**src/rtl/pht_pkg.sv**
```systemverilog
// Shared definitions for the pattern-history-table access controller:
// widths, counter limits, saturating update rule and sequencer states.
package pht_pkg;

    localparam int SET_W  = 2;
    localparam int TAB_W  = 8;
    localparam int DATA_W = 2;
    localparam int ADDR_W = SET_W + TAB_W;
    localparam int ENT_W  = SET_W + TAB_W + 1;

    localparam logic [DATA_W-1:0] CNT_MAX  = {DATA_W{1'b1}};
    localparam logic [DATA_W-1:0] CNT_ZERO = {DATA_W{1'b0}};

    typedef enum logic [1:0] {
        ST_IDLE  = 2'd0,
        ST_PEND  = 2'd1,
        ST_FORCE = 2'd2
    } pht_state_e;

    typedef struct packed {
        logic [SET_W-1:0] set;
        logic [TAB_W-1:0] idx;
        logic             taken;
    } upd_entry_t;

    // Two-way saturating counter step; never wraps at either end.
    function automatic logic [DATA_W-1:0] sat_update(input logic [DATA_W-1:0] cnt,
                                                     input logic              taken);
        logic [DATA_W-1:0] res;
        if (taken) begin
            if (cnt == CNT_MAX) begin
                res = CNT_MAX;
            end else begin
                res = cnt + DATA_W'(1);
            end
        end else begin
            if (cnt == CNT_ZERO) begin
                res = CNT_ZERO;
            end else begin
                res = cnt - DATA_W'(1);
            end
        end
        return res;
    endfunction

endpackage

```
**src/rtl/pht_upd_fifo.sv**
```systemverilog
// Circular queue of pending counter updates. Every slot's address and
// occupancy is exported so a lookup can tell whether a write is still pending.
module pht_upd_fifo
    import pht_pkg::*;
#(
    parameter int DEPTH = 4
) (
    input  logic                    clk,
    input  logic                    reset,
    input  logic                    push,
    input  logic [ENT_W-1:0]        push_data,
    input  logic                    pop,
    output logic [ENT_W-1:0]        head_data,
    output logic                    full,
    output logic                    empty,
    output logic [$clog2(DEPTH):0]  count,
    output logic [DEPTH*ADDR_W-1:0] ent_addr,
    output logic [DEPTH-1:0]        ent_valid
);

    localparam int PTR_W = $clog2(DEPTH);

    upd_entry_t       mem_r [DEPTH];
    logic [PTR_W-1:0] wr_ptr_r;
    logic [PTR_W-1:0] rd_ptr_r;
    logic [PTR_W:0]   count_r;
    logic [DEPTH-1:0] valid_r;
    logic [DEPTH-1:0] valid_nxt_s;
    logic             push_s;
    logic             pop_s;

    // Full blocks a push even when the head drains in the same cycle.
    assign full      = (count_r == (PTR_W+1)'(DEPTH));
    assign empty     = (count_r == (PTR_W+1)'(0));
    assign push_s    = push & ~full;
    assign pop_s     = pop & ~empty;
    assign count     = count_r;
    assign head_data = mem_r[rd_ptr_r];
    assign ent_valid = valid_r;

    for (genvar g = 0; g < DEPTH; g++) begin : g_ent
        assign ent_addr[g*ADDR_W +: ADDR_W] = {mem_r[g].idx, mem_r[g].set};
    end

    // Per-slot occupancy after this cycle's pop and push.
    always_comb begin
        valid_nxt_s = valid_r;
        if (pop_s) begin
            valid_nxt_s[rd_ptr_r] = 1'b0;
        end else begin
            valid_nxt_s[rd_ptr_r] = valid_r[rd_ptr_r];
        end
        if (push_s) begin
            valid_nxt_s[wr_ptr_r] = 1'b1;
        end else begin
            valid_nxt_s[wr_ptr_r] = valid_nxt_s[wr_ptr_r];
        end
    end

    // Pointer, count and occupancy registers; pointers wrap naturally.
    always_ff @(posedge clk) begin
        if (reset) begin
            wr_ptr_r <= {PTR_W{1'b0}};
            rd_ptr_r <= {PTR_W{1'b0}};
            count_r  <= {(PTR_W+1){1'b0}};
            valid_r  <= {DEPTH{1'b0}};
        end else begin
            if (push_s) begin
                wr_ptr_r <= wr_ptr_r + PTR_W'(1);
            end
            if (pop_s) begin
                rd_ptr_r <= rd_ptr_r + PTR_W'(1);
            end
            case ({push_s, pop_s})
                2'b10:   count_r <= count_r + (PTR_W+1)'(1);
                2'b01:   count_r <= count_r - (PTR_W+1)'(1);
                default: count_r <= count_r;
            endcase
            valid_r <= valid_nxt_s;
        end
    end

    // Entry payload storage; needs no reset because occupancy guards it.
    always_ff @(posedge clk) begin
        if (push_s) begin
            mem_r[wr_ptr_r] <= upd_entry_t'(push_data);
        end
    end

endmodule

```
**src/rtl/pht_access_ctrl.sv**
```systemverilog
// Shares the single-port pattern history table between fetch lookups and
// retire-stage read-modify-write counter updates, with anti-starvation.
module pht_access_ctrl
    import pht_pkg::*;
#(
    parameter int QDEPTH     = 4,
    parameter int STARVE_MAX = 8
) (
    input  logic              clk,
    input  logic              reset,
    input  logic              lk_valid,
    output logic              lk_ready,
    input  logic [SET_W-1:0]  lk_set,
    input  logic [TAB_W-1:0]  lk_idx,
    output logic              rsp_valid,
    output logic [DATA_W-1:0] rsp_cnt,
    output logic              rsp_taken,
    output logic              rsp_stale,
    input  logic              upd_valid,
    output logic              upd_ready,
    input  logic [SET_W-1:0]  upd_set,
    input  logic [TAB_W-1:0]  upd_idx,
    input  logic              upd_taken,
    output logic              tab_wr_en,
    output logic [DATA_W-1:0] tab_up_data,
    output logic [SET_W-1:0]  tab_set_addr,
    output logic [TAB_W-1:0]  tab_tab_addr,
    input  logic [DATA_W-1:0] tab_rd_data
);

    localparam int CNT_W = $clog2(QDEPTH) + 1;
    localparam int STV_W = $clog2(STARVE_MAX) + 1;

    pht_state_e              state_r;
    pht_state_e              state_nxt_s;
    logic [STV_W-1:0]        starve_r;
    logic [STV_W-1:0]        starve_nxt_s;
    logic                    lk_ready_s;
    logic                    pop_s;
    logic                    push_s;
    logic                    lk_own_s;
    logic                    head_own_s;
    logic                    stale_hit_s;
    logic                    last_drain_s;
    logic [ENT_W-1:0]        fifo_head_s;
    upd_entry_t              head_s;
    logic                    fifo_full_s;
    logic                    fifo_empty_s;
    logic [CNT_W-1:0]        fifo_count_s;
    logic [QDEPTH*ADDR_W-1:0] fifo_addr_s;
    logic [QDEPTH-1:0]       fifo_valid_s;
    logic                    rsp_valid_r;
    logic [DATA_W-1:0]       rsp_cnt_r;
    logic                    rsp_stale_r;

    assign push_s     = upd_valid & ~fifo_full_s;
    assign upd_ready  = ~fifo_full_s;
    assign head_s     = upd_entry_t'(fifo_head_s);
    assign lk_ready   = lk_ready_s;
    assign lk_own_s   = lk_valid & lk_ready_s;
    assign head_own_s = pop_s & ~fifo_empty_s;
    // Queue empties this cycle only if the drained head was the sole entry and nothing arrives.
    assign last_drain_s = (fifo_count_s == CNT_W'(1)) & ~push_s;

    pht_upd_fifo #(
        .DEPTH(QDEPTH)
    ) u_fifo (
        .clk       (clk),
        .reset     (reset),
        .push      (push_s),
        .push_data ({upd_set, upd_idx, upd_taken}),
        .pop       (pop_s),
        .head_data (fifo_head_s),
        .full      (fifo_full_s),
        .empty     (fifo_empty_s),
        .count     (fifo_count_s),
        .ent_addr  (fifo_addr_s),
        .ent_valid (fifo_valid_s)
    );

    // Sequencer next state: lookups win until the head has waited STARVE_MAX cycles.
    always_comb begin
        state_nxt_s  = state_r;
        starve_nxt_s = starve_r;
        lk_ready_s   = 1'b1;
        pop_s        = 1'b0;
        case (state_r)
            ST_IDLE: begin
                if (push_s) begin
                    state_nxt_s = ST_PEND;
                end else begin
                    state_nxt_s = ST_IDLE;
                end
            end
            ST_PEND: begin
                if (fifo_empty_s) begin
                    state_nxt_s  = ST_IDLE;
                    starve_nxt_s = {STV_W{1'b0}};
                end else if (lk_valid) begin
                    starve_nxt_s = starve_r + STV_W'(1);
                    if (starve_r == STV_W'(STARVE_MAX - 1)) begin
                        state_nxt_s = ST_FORCE;
                    end else begin
                        state_nxt_s = ST_PEND;
                    end
                end else begin
                    pop_s        = 1'b1;
                    starve_nxt_s = {STV_W{1'b0}};
                    if (last_drain_s) begin
                        state_nxt_s = ST_IDLE;
                    end else begin
                        state_nxt_s = ST_PEND;
                    end
                end
            end
            ST_FORCE: begin
                lk_ready_s   = 1'b0;
                pop_s        = 1'b1;
                starve_nxt_s = {STV_W{1'b0}};
                if (last_drain_s || fifo_empty_s) begin
                    state_nxt_s = ST_IDLE;
                end else begin
                    state_nxt_s = ST_PEND;
                end
            end
            default: begin
                state_nxt_s  = ST_IDLE;
                starve_nxt_s = {STV_W{1'b0}};
            end
        endcase
    end

    // Sequencer state and starvation counter registers.
    always_ff @(posedge clk) begin
        if (reset) begin
            state_r  <= ST_IDLE;
            starve_r <= {STV_W{1'b0}};
        end else begin
            state_r  <= state_nxt_s;
            starve_r <= starve_nxt_s;
        end
    end

    // Table port mux: head does its RMW in one cycle, write lands at the edge.
    always_comb begin
        tab_wr_en    = 1'b0;
        tab_up_data  = {DATA_W{1'b0}};
        tab_set_addr = {SET_W{1'b0}};
        tab_tab_addr = {TAB_W{1'b0}};
        if (head_own_s) begin
            tab_wr_en    = ~reset;
            tab_up_data  = sat_update(tab_rd_data, head_s.taken);
            tab_set_addr = head_s.set;
            tab_tab_addr = head_s.idx;
        end else if (lk_own_s) begin
            tab_set_addr = lk_set;
            tab_tab_addr = lk_idx;
        end else begin
            tab_wr_en = 1'b0;
        end
    end

    // A lookup is stale if any occupied queue slot targets the same table entry.
    always_comb begin
        stale_hit_s = 1'b0;
        for (int i = 0; i < QDEPTH; i++) begin
            if (fifo_valid_s[i] && (fifo_addr_s[i*ADDR_W +: ADDR_W] == {lk_idx, lk_set})) begin
                stale_hit_s = 1'b1;
            end else begin
                stale_hit_s = stale_hit_s;
            end
        end
    end

    // Registered lookup response; count and stale flag hold between accepts.
    always_ff @(posedge clk) begin
        if (reset) begin
            rsp_valid_r <= 1'b0;
            rsp_cnt_r   <= {DATA_W{1'b0}};
            rsp_stale_r <= 1'b0;
        end else if (lk_own_s) begin
            rsp_valid_r <= 1'b1;
            rsp_cnt_r   <= tab_rd_data;
            rsp_stale_r <= stale_hit_s;
        end else begin
            rsp_valid_r <= 1'b0;
        end
    end

    assign rsp_valid = rsp_valid_r;
    assign rsp_cnt   = rsp_cnt_r;
    assign rsp_taken = rsp_cnt_r[DATA_W-1];
    assign rsp_stale = rsp_stale_r;

endmodule
```
**config.mk**
```make
export PLATFORM = sky130hd
export DESIGN_NAME = pht_access_ctrl
export DESIGN_NICKNAME = d
export VERILOG_FILES = /design/src/rtl/pht_pkg.sv /design/src/rtl/pht_upd_fifo.sv /design/src/rtl/pht_access_ctrl.sv
export SDC_FILE = /design/constraint.sdc
export NUM_CORES = 1
export LEC_CHECK = 0
export CAP_MARGIN = 20
export CORE_ASPECT_RATIO = 1.75
export CORE_MARGIN = 1.5
export CORE_UTILIZATION = 30
export DETAILED_ROUTE_END_ITERATION = 6
export SYNTH_ARGS = -nofsm -noshare
export SYNTH_HDL_FRONTEND = slang
export SYNTH_SLANG_ARGS = --single-unit
```
**constraint.sdc**
```tcl
create_clock -name clk -period 2.3 [get_ports clk]
set_input_delay 0.345 -clock clk [delete_from_list [all_inputs] [get_ports clk]]
set_output_delay 0.345 -clock clk [all_outputs]
set_load 0.005 [all_outputs]
```
* Word-level counts from Yosys, hierarchy flattened
Memory sizes are Yosys's and may differ from the RTL's. A register that Yosys moved wholly into a read port is not among the register bits.
Index checks and enable logic that the tools add are counted.
** Word-level totals
- Bits of input ports :: 27
- Flip-flop bits (word level) :: 21
- Word-level logic and storage cells :: 101
- Memories :: 1
- Memory bits (writable) :: 44
** Cells by class
- Equal/unequal tests :: 12
- Bitwise gates (word level) :: 12
- Add/sub/neg operators :: 7
- Order comparisons :: 4
- Reductions and logical operators :: 11
- Mux-type cells :: 45
** Memories
- u_fifo.mem_r :: depth 4, bits a word 11, rd ports 5, clocked after Yosys merged registers in 1, write ports 1, RTL line pht_upd_fifo.sv:23 : upd_entry_t mem_r [DEPTH];
** Operator list (count)
- $eq A10 B10 Y1 :: 4
- $mux W2 :: 11
- $mux W1 :: 18
- $mux W4 :: 4
- $mux W8 :: 2
- $bwmux W4 :: 2
- $pmux W4 S2 :: 1
- $add A2 B1 Y2 const B :: 3
- $eq A2 B2 Y1 const B :: 3
- $logic_and A1 B1 Y1 :: 6
- $lt A2 B3 Y1 const B :: 2
- $pmux W2 S3 :: 1
- $pmux W3 S2 :: 1
- $and A1 B1 Y1 :: 5
- $add A4 B1 Y4 const B :: 1
- $and A4 B4 Y4 :: 1
- $bmux W1 S2 :: 2
- $demux W1 S2 :: 2
- $eq A2 B1 Y1 const B :: 2
- $eq A4 B3 Y1 const B :: 1
- $ge A2 B1 Y1 const B :: 2
- $logic_not A2 Y1 :: 2
- $not A1 Y1 :: 4
- $not A4 Y4 :: 1
- 10 further kinds :: 10

* Logic depth before layout (Yosys ltp)
Gate-level depths: netlist of the first run.
- Depth after elaboration :: 11
- Gate-level depth with buffers :: 10
- Mapped depth without buffers :: 9

* Hierarchy
From an unflattened synthesis of the first run, not the netlist that was laid out.
** Second synthesis, totals
- Cell total of the unflattened synthesis :: 329
- Area, all modules :: 3858.7 µm²
** Modules (own cells, without submodules)
- pht_upd_fifo :: instances 1, area each 2662.6 µm², cells an instance 188, sequential area each 1581.5 µm²
- pht_access_ctrl :: instances 1, area each 1196.1 µm², cells an instance 141, sequential area each 200.2 µm²

* Worst setup path before layout of the first run
No wires, ideal clock.
- Path kind :: register -> register
- From :: register state_r[1]
- To :: register u_fifo.count_r[2] (netlist: u_fifo.count[2])
- Period minus slack after synthesis :: 2.162 ns
- Stages on the path, launching flop included :: 10
- Library setup time :: 0.070 ns
- Path slack :: 0.138 ns
- Arrival time :: 2.093 ns
- Path buffers :: 1
- Cell sequence :: dfxtp_1 inv_1 ha_1 nor2b_1 o211ai_2 inv_1 buf_2 ha_1 or3_1 a21oi_1
** Between the ends
- Word-level cells in the longest chain between the ends :: 5
- Elaborated cells on any way between the ends :: 8
- Classes of those cells :: 4 x eq/ne; 2 x mux; 1 x bitwise; 1 x reduce/logical
** RTL lines
- start, declared :: RTL line pht_access_ctrl.sv:34 : pht_state_e state_r;
- start signal, assigned :: RTL line pht_access_ctrl.sv:139 : state_r <= state_nxt_s;
- $eq A2 B2 Y1 or $eq A2 B1 Y1 (tied branches) :: RTL line pht_access_ctrl.sv:87 : case (state_r)
- $pmux W1 S2 * :: RTL line pht_access_ctrl.sv:87
- $and A1 B1 Y1 *
- named net head_own_s :: RTL line pht_access_ctrl.sv:42 : logic head_own_s;
- $eq A2 B1 Y1 or $eq A2 B2 Y1 (tied branches) :: RTL line pht_upd_fifo.sv:74 : case ({push_s, pop_s})
- $pmux W3 S2 or $reduce_bool A2 Y1 (tied branches)
- end signal, assigned :: RTL line pht_upd_fifo.sv:75 : 2'b10: count_r <= count_r + (PTR_W+1)'(1);
- end signal, assigned :: RTL line pht_upd_fifo.sv:76 : 2'b01: count_r <= count_r - (PTR_W+1)'(1);
- end signal, assigned :: RTL line pht_upd_fifo.sv:77 : default: count_r <= count_r;
- end, declared :: RTL line pht_upd_fifo.sv:26 : logic [PTR_W:0] count_r;
Mark *: on every way through the listed nets, which the timed path passes. The rest lies on a longest branch.
A chain may end at the register's enable or synchronous reset.

==> results of run 1 <==
-- kinds of logic (layout without fill, tap and decap cells) --
logic type                 after synthesis  count (layout)  synth area share, %
AOI/OAI and AO/OA                       45              45                 9.43
xor gates and xnor gates                46              46                 11.5
adders and majority gates               18              18                 6.40
buffers and inverters                   29             100                 3.70
DFF                                     67              67                 50.7
muxes                                   14              14                 8.25
and+or+nand+nor                         69              69                 10.1
-- stage by stage --
step / cell area, um^2 / util, % / setup TNS [ps]
finish: 4710 / 40.9 / 0
global route: 4710 / 40.9 / 0
CTS: 4650 / 40.4 / -685
detailed placement: 4200 / 36.5 / -107
global placement: 4200 / 36.5 / -6.68
floorplan: 3520 / - / 0
-- sequential cells by signal, indices dropped and copies added, names as in the netlist, named ones only --
register          flops
state_r               2
u_fifo.wr_ptr_r       2
u_fifo.count          3
u_fifo.mem_r         44
u_fifo.ent_valid      4
rsp_valid             1
starve_r              4
u_fifo.rd_ptr_r       2
rsp_stale             1
rsp_cnt               2
-- power by group --
group          internal [mW]  leakage [nW]  total, mW  switching [mW]
Clock                   1.17         0.173       1.68           0.516
Combinational          0.240         0.941      0.463           0.223
Sequential              1.35         0.593       1.39          0.0429
Total                   2.75          1.71       3.54           0.782
-- layout by cell type (no fill, tap or decap), drive strengths merged, types with 9 or more instances in the layout --
| master | Yosys | final |
|---|---|---|
| clkdlybuf4s50 | 0 | 33 |
| mux4 | 12 | 12 |
| nor2 | 15 | 15 |
| ha | 18 | 18 |
| clkbuf | 2 | 9 |
| edfxtp | 44 | 44 |
| nand2 | 12 | 12 |
| inv | 12 | 12 |
| a22o | 10 | 10 |
| a21oi | 12 | 12 |
| xnor2 | 43 | 43 |
| dfxtp | 23 | 23 |
| buf | 15 | 26 |
| nand4 | 9 | 9 |
-- area by class of cell --
class                      instances  area share [%]
clock inverter                     7            2.98
sequential                        67            38.0
clock buffer                       9            4.78
timing repair buffer              72            14.6
multi-input combinational        192            35.1
inverter                          12           0.957
tap                              135            3.59
-- what timing repair did --
action	4_1_cts	5_1_grt
pin swaps	1	4
hold endpoints to repair	0	0
buffers inserted	9	1
setup endpoints to repair	13	12
resized for setup	21	16
-- metal layers --
| layer | wire length (um) | share of wire [%] | GRT usage [%] | vias up |
|---|---|---|---|---|
| met5 | 0 | 0 | 0 | - |
| met4 | 178 | 2.1 | 6.39 | 0 |
| met3 | 421 | 4.9 | 4.01 | 13 |
| met2 | 4670 | 54 | 26.9 | 74 |
| met1 | 3360 | 39 | 16.6 | 1200 |
| li1 | - | - | - | 1186 |
-- worst paths after layout --
kind | startpoint | endpoint | slack (ps) | cells past startpoint
hold reg to reg | rsp_cnt[0] | rsp_cnt[0] | 460 | 2
setup / recovery | flip-flop | tab_tab_addr[3] | 80 | 5
setup reg to reg | state_r[1] | u_fifo.count[2] | 350 | 10
hold / removal | rsp_cnt[0] | rsp_cnt[0] | 460 | 2
-- worst max-delay path: stages, from the launching register on --
cell and delay, ps:
sky130_fd_sc_hd__dfxtp_2 340, sky130_fd_sc_hd__buf_12 120, sky130_fd_sc_hd__buf_4 130, sky130_fd_sc_hd__mux4_2 500
sky130_fd_sc_hd__a22o_1 190, sky130_fd_sc_hd__dlygate4sd2_1 260
==> qor.json, run 1 <==
{
  "fin_nets": {"value": 399},
  "worstMarginPinSlew": {"value": 584, "unit": "ps"},
  "startpoint_type": {"value": "flip-flop"},
  "cts_tree": {"value": "yes"},
  "finalWeightedCongestion": {"value": 0.830},
  "postSynthRegisterBits": {"value": 67},
  "yosys_warnings": {"value": 0},
  "antenna_found_initial": {"value": 0},
  "ys_seq_area_share": {"value": 50.7, "unit": "%"},
  "timing.slew.headroom": {"value": 60.5, "unit": "%"},
  "drv.max_cap_violation_count": {"value": 0},
  "floorplan.initialDensity": {"value": 30.5, "unit": "%"},
  "std_cell_rows": {"value": 52},
  "dp_cells": {"value": 469},
  "post-route-period-util": {"value": 96.5, "unit": "%"},
  "synthCells": {"value": 288},
  "fp.coreArea": {"value": 11500, "unit": "um^2"},
  "detailedPlace.worstSlack": {"value": -33.9, "unit": "ps"},
  "finalWorstPathRequiredPeriod": {"value": 2220, "unit": "ps"},
  "detail_route.vias_per_cell": {"value": 5.01},
  "firstDrtPassIters": {"value": 6},
  "cts_hold_repair.buffers": {"value": 0},
  "async_set_reset_flop_share_out_of_synthesis": {"value": 0, "unit": "%"},
  "drt-initial-drc-count": {"value": 100},
  "synth.most_common_cell": {"value": "sky130_fd_sc_hd__edfxtp_1"},
  "worst_hold_class": {"value": "flip-flop to flip-flop"},
  "multi_input_comb_area": {"value": 1650, "unit": "um^2"},
  "synthesis.area_per_instance": {"value": 12.2, "unit": "um^2"},
  "peakVddDrop": {"value": 0.404, "unit": "mV"},
  "power": {"value": 3.54, "unit": "mW"},
  "fin_hold_ws": {"value": 455, "unit": "ps"},
  "ys_top_cells_by_area": {"value": "sky130_fd_sc_hd__edfxtp_1 38%, sky130_fd_sc_hd__dfxtp_1 13%, sky130_fd_sc_hd__xnor2_1 11%, sky130_fd_sc_hd__mux4_2 7.7%, sky130_fd_sc_hd__ha_1 6.4%"},
  "detailedPlacementHpwl": {"value": 6.29, "unit": "mm"},
  "grt_first_pass_wirelength": {"value": 13.9, "unit": "mm"},
  "synth.top_cell.area_share": {"value": 37.6, "unit": "%"},
  "worst-endpoint-required": {"value": 1960, "unit": "ps"},
  "avgRoutedWirePerCell": {"value": 17.5, "unit": "um"},
  "synth_enable_flop_cells": {"value": 44},
  "detailroute.via_count": {"value": 2473},
  "grt_setup_unrepaired": {"value": "false"},
  "die_h": {"value": 146, "unit": "um"},
  "grt_pass1_vias": {"value": 2597},
  "drt-total-wl": {"value": 8.62, "unit": "mm"},
  "cts_root_buf": {"value": "sky130_fd_sc_hd__clkbuf_16"},
  "tritoncts_num_sinks": {"value": 67},
  "layout-area-overhead-vs-synth": {"value": 33.8, "unit": "%"},
  "floorplan.io_pins": {"value": 47},
  "setup_viol": {"value": 0},
  "cts-root-to-sink-buffers": {"value": 2},
  "setup.worst_path.class": {"value": "flip-flop to primary output"},
  "final_hold_viol_count": {"value": 0},
  "drive_gt1_share": {"value": 18.9, "unit": "%"},
  "synthDominantAreaCellType": {"value": "sky130_fd_sc_hd__edfxtp_1"},
  "final.fill_count": {"value": 1079},
  "port_buffers": {"value": 46},
  "synth.distinct_cells": {"value": 39},
  "synth_ff_type": {"value": "sky130_fd_sc_hd__edfxtp_1"},
  "final_cells": {"value": 494},
  "grt_start_max_net_pins": {"value": 22},
  "outcome": {"value": "finished, violations left"},
  "reg_clk_slew_reported_paths": {"value": 60, "unit": "ps"},
  "inserted_diodes": {"value": 0},
  "mappedNetlistArea": {"value": 3520, "unit": "um^2"},
  "die_width": {"value": 84.9, "unit": "um"},
  "route.detailed.drc": {"value": 2},
  "max_freq": {"value": 0.451, "unit": "GHz"},
  "critPathMaxFanout": {"value": 5},
  "power-per-cell-area": {"value": 751, "unit": "nW/um^2"},
  "die_area": {"value": 12400, "unit": "um^2"},
  "ant_nets": {"value": 0},
  "synthTopCellsByCount": {"value": "44 x sky130_fd_sc_hd__edfxtp_1, 43 x sky130_fd_sc_hd__xnor2_1, 23 x sky130_fd_sc_hd__dfxtp_1, 18 x sky130_fd_sc_hd__ha_1, 15 x sky130_fd_sc_hd__nor2_1"},
  "cts.htree.levels": {"value": 3},
  "clkLatencyLatePin": {"value": 330, "unit": "ps"},
  "failed_checks": {"value": "DRC"},
  "minimum_setup_slack_in_the_final_design": {"value": 81.5, "unit": "ps"},
  "groute.usage.overall": {"value": 15.1, "unit": "%"},
  "globalRouteOverflowTotal": {"value": 0},
  "synthesis.nets": {"value": 333},
  "slew_violations": {"value": 0},
  "cp-end-kind": {"value": "primary output"},
  "worst_clock_skew": {"value": 5.05, "unit": "ps"},
  "critical_path_arrival": {"value": 1870, "unit": "ps"},
  "p_leak": {"value": 1.71, "unit": "nW"},
  "sequential_cell_area": {"value": 1790, "unit": "um^2"},
  "cts-buffers-inserted": {"value": 9}
}
(Power assumes the default switching activity.)
==> run 2: changes to the inputs <==
==> constraint.sdc (replaced) <==
create_clock -name clk -period 2 [get_ports clk]
set_input_delay 0.3 -clock clk [delete_from_list [all_inputs] [get_ports clk]]
set_output_delay 0.3 -clock clk [all_outputs]
set_load 0.005 [all_outputs]
==> run 2 against run 1 <==
  * The run ends with DRC, setup timing left
  * Via count rose by 5.3%
  * Worst setup slack worse by 310 ps
  * Cell area grew 3.1%
  * Worst hold slack is essentially flat
  * Sequential share of layout area shrank 1.1 points
  * Sequential power is 15% higher
==> qor.json, run 2 (synthesized netlist as in run 1, its figures left out) <==
{
  "outcome": {"value": "finished, violations left"},
  "failed_checks": {"value": "DRC, setup timing"},
  "globalRouteOverflowTotal": {"value": 0, "change": "unchanged"},
  "grt_setup_unrepaired": {"value": "true"},
  "layout-area-overhead-vs-synth": {"value": 37.9, "unit": "%"},
  "ant_nets": {"value": 0, "change": "unchanged"},
  "groute.usage.overall": {"value": 16.0, "unit": "%", "change": "+0.95 points"},
  "switching_share": {"value": 25.2, "unit": "%", "change": "+3.0 points"},
  "p_switching": {"value": 0.945, "unit": "mW", "change": "+21%"},
  "cts.htree.levels": {"value": 3, "change": "unchanged"},
  "finalWeightedCongestion": {"value": 0.883, "change": "+6.3%"},
  "die_h": {"value": 146, "unit": "um", "change": "unchanged"},
  "detailroute.via_count": {"value": 2604, "change": "+5.3%"},
  "worstMarginPinSlew": {"value": 388, "unit": "ps", "change": "-196 ps"},
  "antenna_found_initial": {"value": 0, "change": "unchanged"},
  "post-route-period-util": {"value": 111, "unit": "%"},
  "finalWorstPathRequiredPeriod": {"value": 2220, "unit": "ps"},
  "inserted_diodes": {"value": 0, "change": "unchanged"},
  "global_route.usage.met1": {"value": 15.8, "unit": "%", "change": "-0.87 points"},
  "power.clock.fraction": {"value": 42.4, "unit": "%", "change": "-5.2 points"},
  "final_cells": {"value": 514, "change": "+4.0%"},
  "cp-endpoint": {"value": "tab_tab_addr[2]"},
  "rr_worst_depth": {"value": 10, "change": "unchanged"},
  "clkLatencyLatePin": {"value": 330, "unit": "ps", "change": "about the same"},
  "max_freq": {"value": 0.450, "unit": "GHz"},
  "setup.worst_path.class": {"value": "flip-flop to primary output"},
  "drive_gt1_share": {"value": 30.6, "unit": "%", "change": "+12 points"},
  "avgRoutedWirePerCell": {"value": 18.2, "unit": "um", "change": "+4.3%"},
  "cts-root-to-sink-buffers": {"value": 2, "change": "unchanged"},
  "grt_use_met3": {"value": 3.17, "unit": "%", "change": "-0.85 points"},
  "power_report.internal_total": {"value": 2.81, "unit": "mW", "change": "+2.1%"},
  "worst_hold_class": {"value": "flip-flop to flip-flop"},
  "port_buffers": {"value": 46, "change": "unchanged"},
  "cts-buffers-inserted": {"value": 9, "change": "unchanged"},
  "most_frequent_standard_cell_in_the_layout_excluding_fill_and_tap_cells": {"value": "sky130_fd_sc_hd__edfxtp_1"},
  "worst-endpoint-required": {"value": 1700, "unit": "ps", "change": "-260 ps"},
  "route.detailed.drc": {"value": 2, "change": "unchanged"},
  "power-per-cell-area": {"value": 774, "unit": "nW/um^2", "change": "+3.1%"},
  "reg_clk_slew_reported_paths": {"value": 60, "unit": "ps", "change": "about the same"},
  "tritoncts_num_sinks": {"value": 67, "change": "unchanged"},
  "final_core_utilization": {"value": 42.1, "unit": "%", "change": "+1.2 points"},
  "drv.max_cap_violation_count": {"value": 0, "change": "unchanged"},
  "drt-total-wl": {"value": 9.36, "unit": "mm", "change": "+8.5%"},
  "floorplan.initialDensity": {"value": 30.5, "unit": "%", "change": "unchanged"},
  "fin_hold_ws": {"value": 455, "unit": "ps", "change": "+0.0650 ps"},
  "power_frac_seq": {"value": 42.5, "unit": "%", "change": "+3.2 points"},
  "grt_pass1_vias": {"value": 2755, "change": "+6.1%"},
  "peakVddDrop": {"value": 0.412, "unit": "mV", "change": "+2.0%"},
  "p_leak": {"value": 1.73, "unit": "nW", "change": "+1.6%"},
  "detail_route.vias_per_cell": {"value": 5.07, "change": "+1.2%"},
  "groute.layer.met2.usage": {"value": 30.8, "unit": "%", "change": "+3.9 points"},
  "critPathMaxFanout": {"value": 6, "change": "+1"},
  "setup_viol": {"value": 18, "change": "+18"},
  "critical_path_arrival": {"value": 1920, "unit": "ps", "change": "+50 ps"},
  "final.fill_count": {"value": 1065, "change": "-1.3%"},
  "startpoint_type": {"value": "flip-flop"},
  "cts_tree": {"value": "yes"},
  "top_register": {"value": "u_fifo.mem_r"},
  "minimum_setup_slack_in_the_final_design": {"value": -224, "unit": "ps", "change": "-305 ps"},
  "worst_clock_skew": {"value": 4.86, "unit": "ps", "change": "-0.192 ps"},
  "std_cell_rows": {"value": 52, "change": "unchanged"},
  "grt_start_max_net_pins": {"value": 22, "change": "unchanged"},
  "setup.reg_to_reg.worst_slack": {"value": -140, "unit": "ps", "change": "-490 ps"},
  "largest_register_ffs": {"value": 44, "change": "unchanged"},
  "comb_power_share": {"value": 15.0, "unit": "%", "change": "+1.9 points"},
  "detailedPlace.worstSlack": {"value": -282, "unit": "ps", "change": "-248 ps"},
  "cts_root_buf": {"value": "sky130_fd_sc_hd__clkbuf_16"},
  "fp.coreArea": {"value": 11500, "unit": "um^2", "change": "unchanged"},
  "die_area": {"value": 12400, "unit": "um^2", "change": "unchanged"},
  "grt_first_pass_wirelength": {"value": 14.6, "unit": "mm", "change": "+5.5%"},
  "crit_start": {"value": "state_r[1]"},
  "detailedPlacementHpwl": {"value": 6.59, "unit": "mm", "change": "+4.7%"},
  "drt-initial-drc-count": {"value": 143, "change": "+43%"},
  "hold_depth": {"value": 2, "change": "unchanged"},
  "firstDrtPassIters": {"value": 6, "change": "unchanged"},
  "cp-end-kind": {"value": "primary output"},
  "final_cell_mix": {"value": "44 x sky130_fd_sc_hd__edfxtp_1, 43 x sky130_fd_sc_hd__xnor2_1, 31 x sky130_fd_sc_hd__clkdlybuf4s50_1, 31 x sky130_fd_sc_hd__buf_4, 18 x sky130_fd_sc_hd__dfxtp_1"},
  "final_hold_viol_count": {"value": 0, "change": "unchanged"},
  "r2r-start": {"value": "state_r[1]"},
  "dp_cells": {"value": 480, "change": "+2.3%"},
  "die_width": {"value": 84.9, "unit": "um", "change": "unchanged"},
  "rr_endpoint": {"value": "u_fifo.count[2]"},
  "grt_peak_use_layer": {"value": "met2"},
  "slew_violations": {"value": 0, "change": "unchanged"},
  "floorplan.io_pins": {"value": 47, "change": "unchanged"},
  "timing.slew.headroom": {"value": 73.8, "unit": "%", "change": "+13 points"},
  "fin_nets": {"value": 419, "change": "+5.0%"}
}
run 2: cell count changes in the layout (fill, tap and decap cells not counted), moves of 3 or more:
cell and delta:
sky130_fd_sc_hd__buf_4 +9, sky130_fd_sc_hd__bufinv_16 -3, sky130_fd_sc_hd__buf_2 +13, sky130_fd_sc_hd__dlygate4sd2_1 -5, sky130_fd_sc_hd__a21oi_2 +3, sky130_fd_sc_hd__buf_6 +11, sky130_fd_sc_hd__clkdlybuf4s15_1 -5, sky130_fd_sc_hd__a21oi_1 -3
run 2: area by class of cell:
| class | instances | area [um^2] | share of cell area, % |
|---|---|---|---|
| flip-flops and latches | 67 | 1790 | 36.9 |
| inverters | 12 | 52.6 | 1.08 |
| clock inverters | 7 | 76.3 | 1.57 |
| clock buffers | 9 | 225 | 4.64 |
| well taps | 135 | 169 | 3.48 |
| repair inverters | 1 | 7.51 | 0.155 |
| multi-input cells | 192 | 1720 | 35.4 |
| repair buffers | 91 | 812 | 16.7 |
run 2: worst min path at each step:
stage	end	from	slack, ps
floorplan	state_r[1]	reset	380
global placement	rsp_stale	rsp_stale	450
detailed placement	rsp_stale	rsp_stale	450
CTS	rsp_stale	rsp_stale	460
global route	rsp_stale	rsp_stale	500
finish	rsp_stale	rsp_stale	460
run 2: routing by layer:
metal / part of all wire, % / routed length (um) / up-vias
met5: 0 / 0 / -
met4: 3.9 / 363 / 0
met3: 2.5 / 233 / 20
met2: 59 / 5500 / 53
met1: 35 / 3260 / 1301
li1: - / - / 1230
run 2: through the flow:
step / power (mW) / cell area, um^2 / setup TNS, ps
4_1_cts: 3.76 / 4790 / -1840
6_report: 3.76 / 4850 / -2340
2_1_floorplan: 1.92 / 3540 / 0
3_3_place_gp: 2.14 / 4300 / -3350
5_1_grt: 3.88 / 4850 / -3940
3_5_place_dp: 2.15 / 4300 / -3610
run 2: power by group through the flow:
stage          logic (mW)  registers [mW]  clock network, mW
6_report            0.565            1.60               1.59
2_1_floorplan       0.303            1.61                  0
3_5_place_dp        0.526            1.62                  0
3_3_place_gp        0.520            1.62                  0
4_1_cts             0.548            1.60               1.61
5_1_grt             0.614            1.60               1.67
run 2: repair_timing:
action | CTS | global route
pin swaps | 15 | 7
endpoints found under the setup margin | 17 | 21
hold buffers | 0 | 0
gates resized for setup | 90 | 9
setup buffers | 14 | 4
gates cloned | 2 | 0
run 2: critical path: stages (launching register included):
cell,delay [ps]
sky130_fd_sc_hd__dfxtp_2,330
sky130_fd_sc_hd__inv_2,50
sky130_fd_sc_hd__ha_4,150
sky130_fd_sc_hd__nor2b_4,120
sky130_fd_sc_hd__o211ai_4,230
sky130_fd_sc_hd__buf_4,160
sky130_fd_sc_hd__buf_6,110
sky130_fd_sc_hd__inv_8,50
sky130_fd_sc_hd__buf_6,100
sky130_fd_sc_hd__a22o_1,160
sky130_fd_sc_hd__buf_2,120
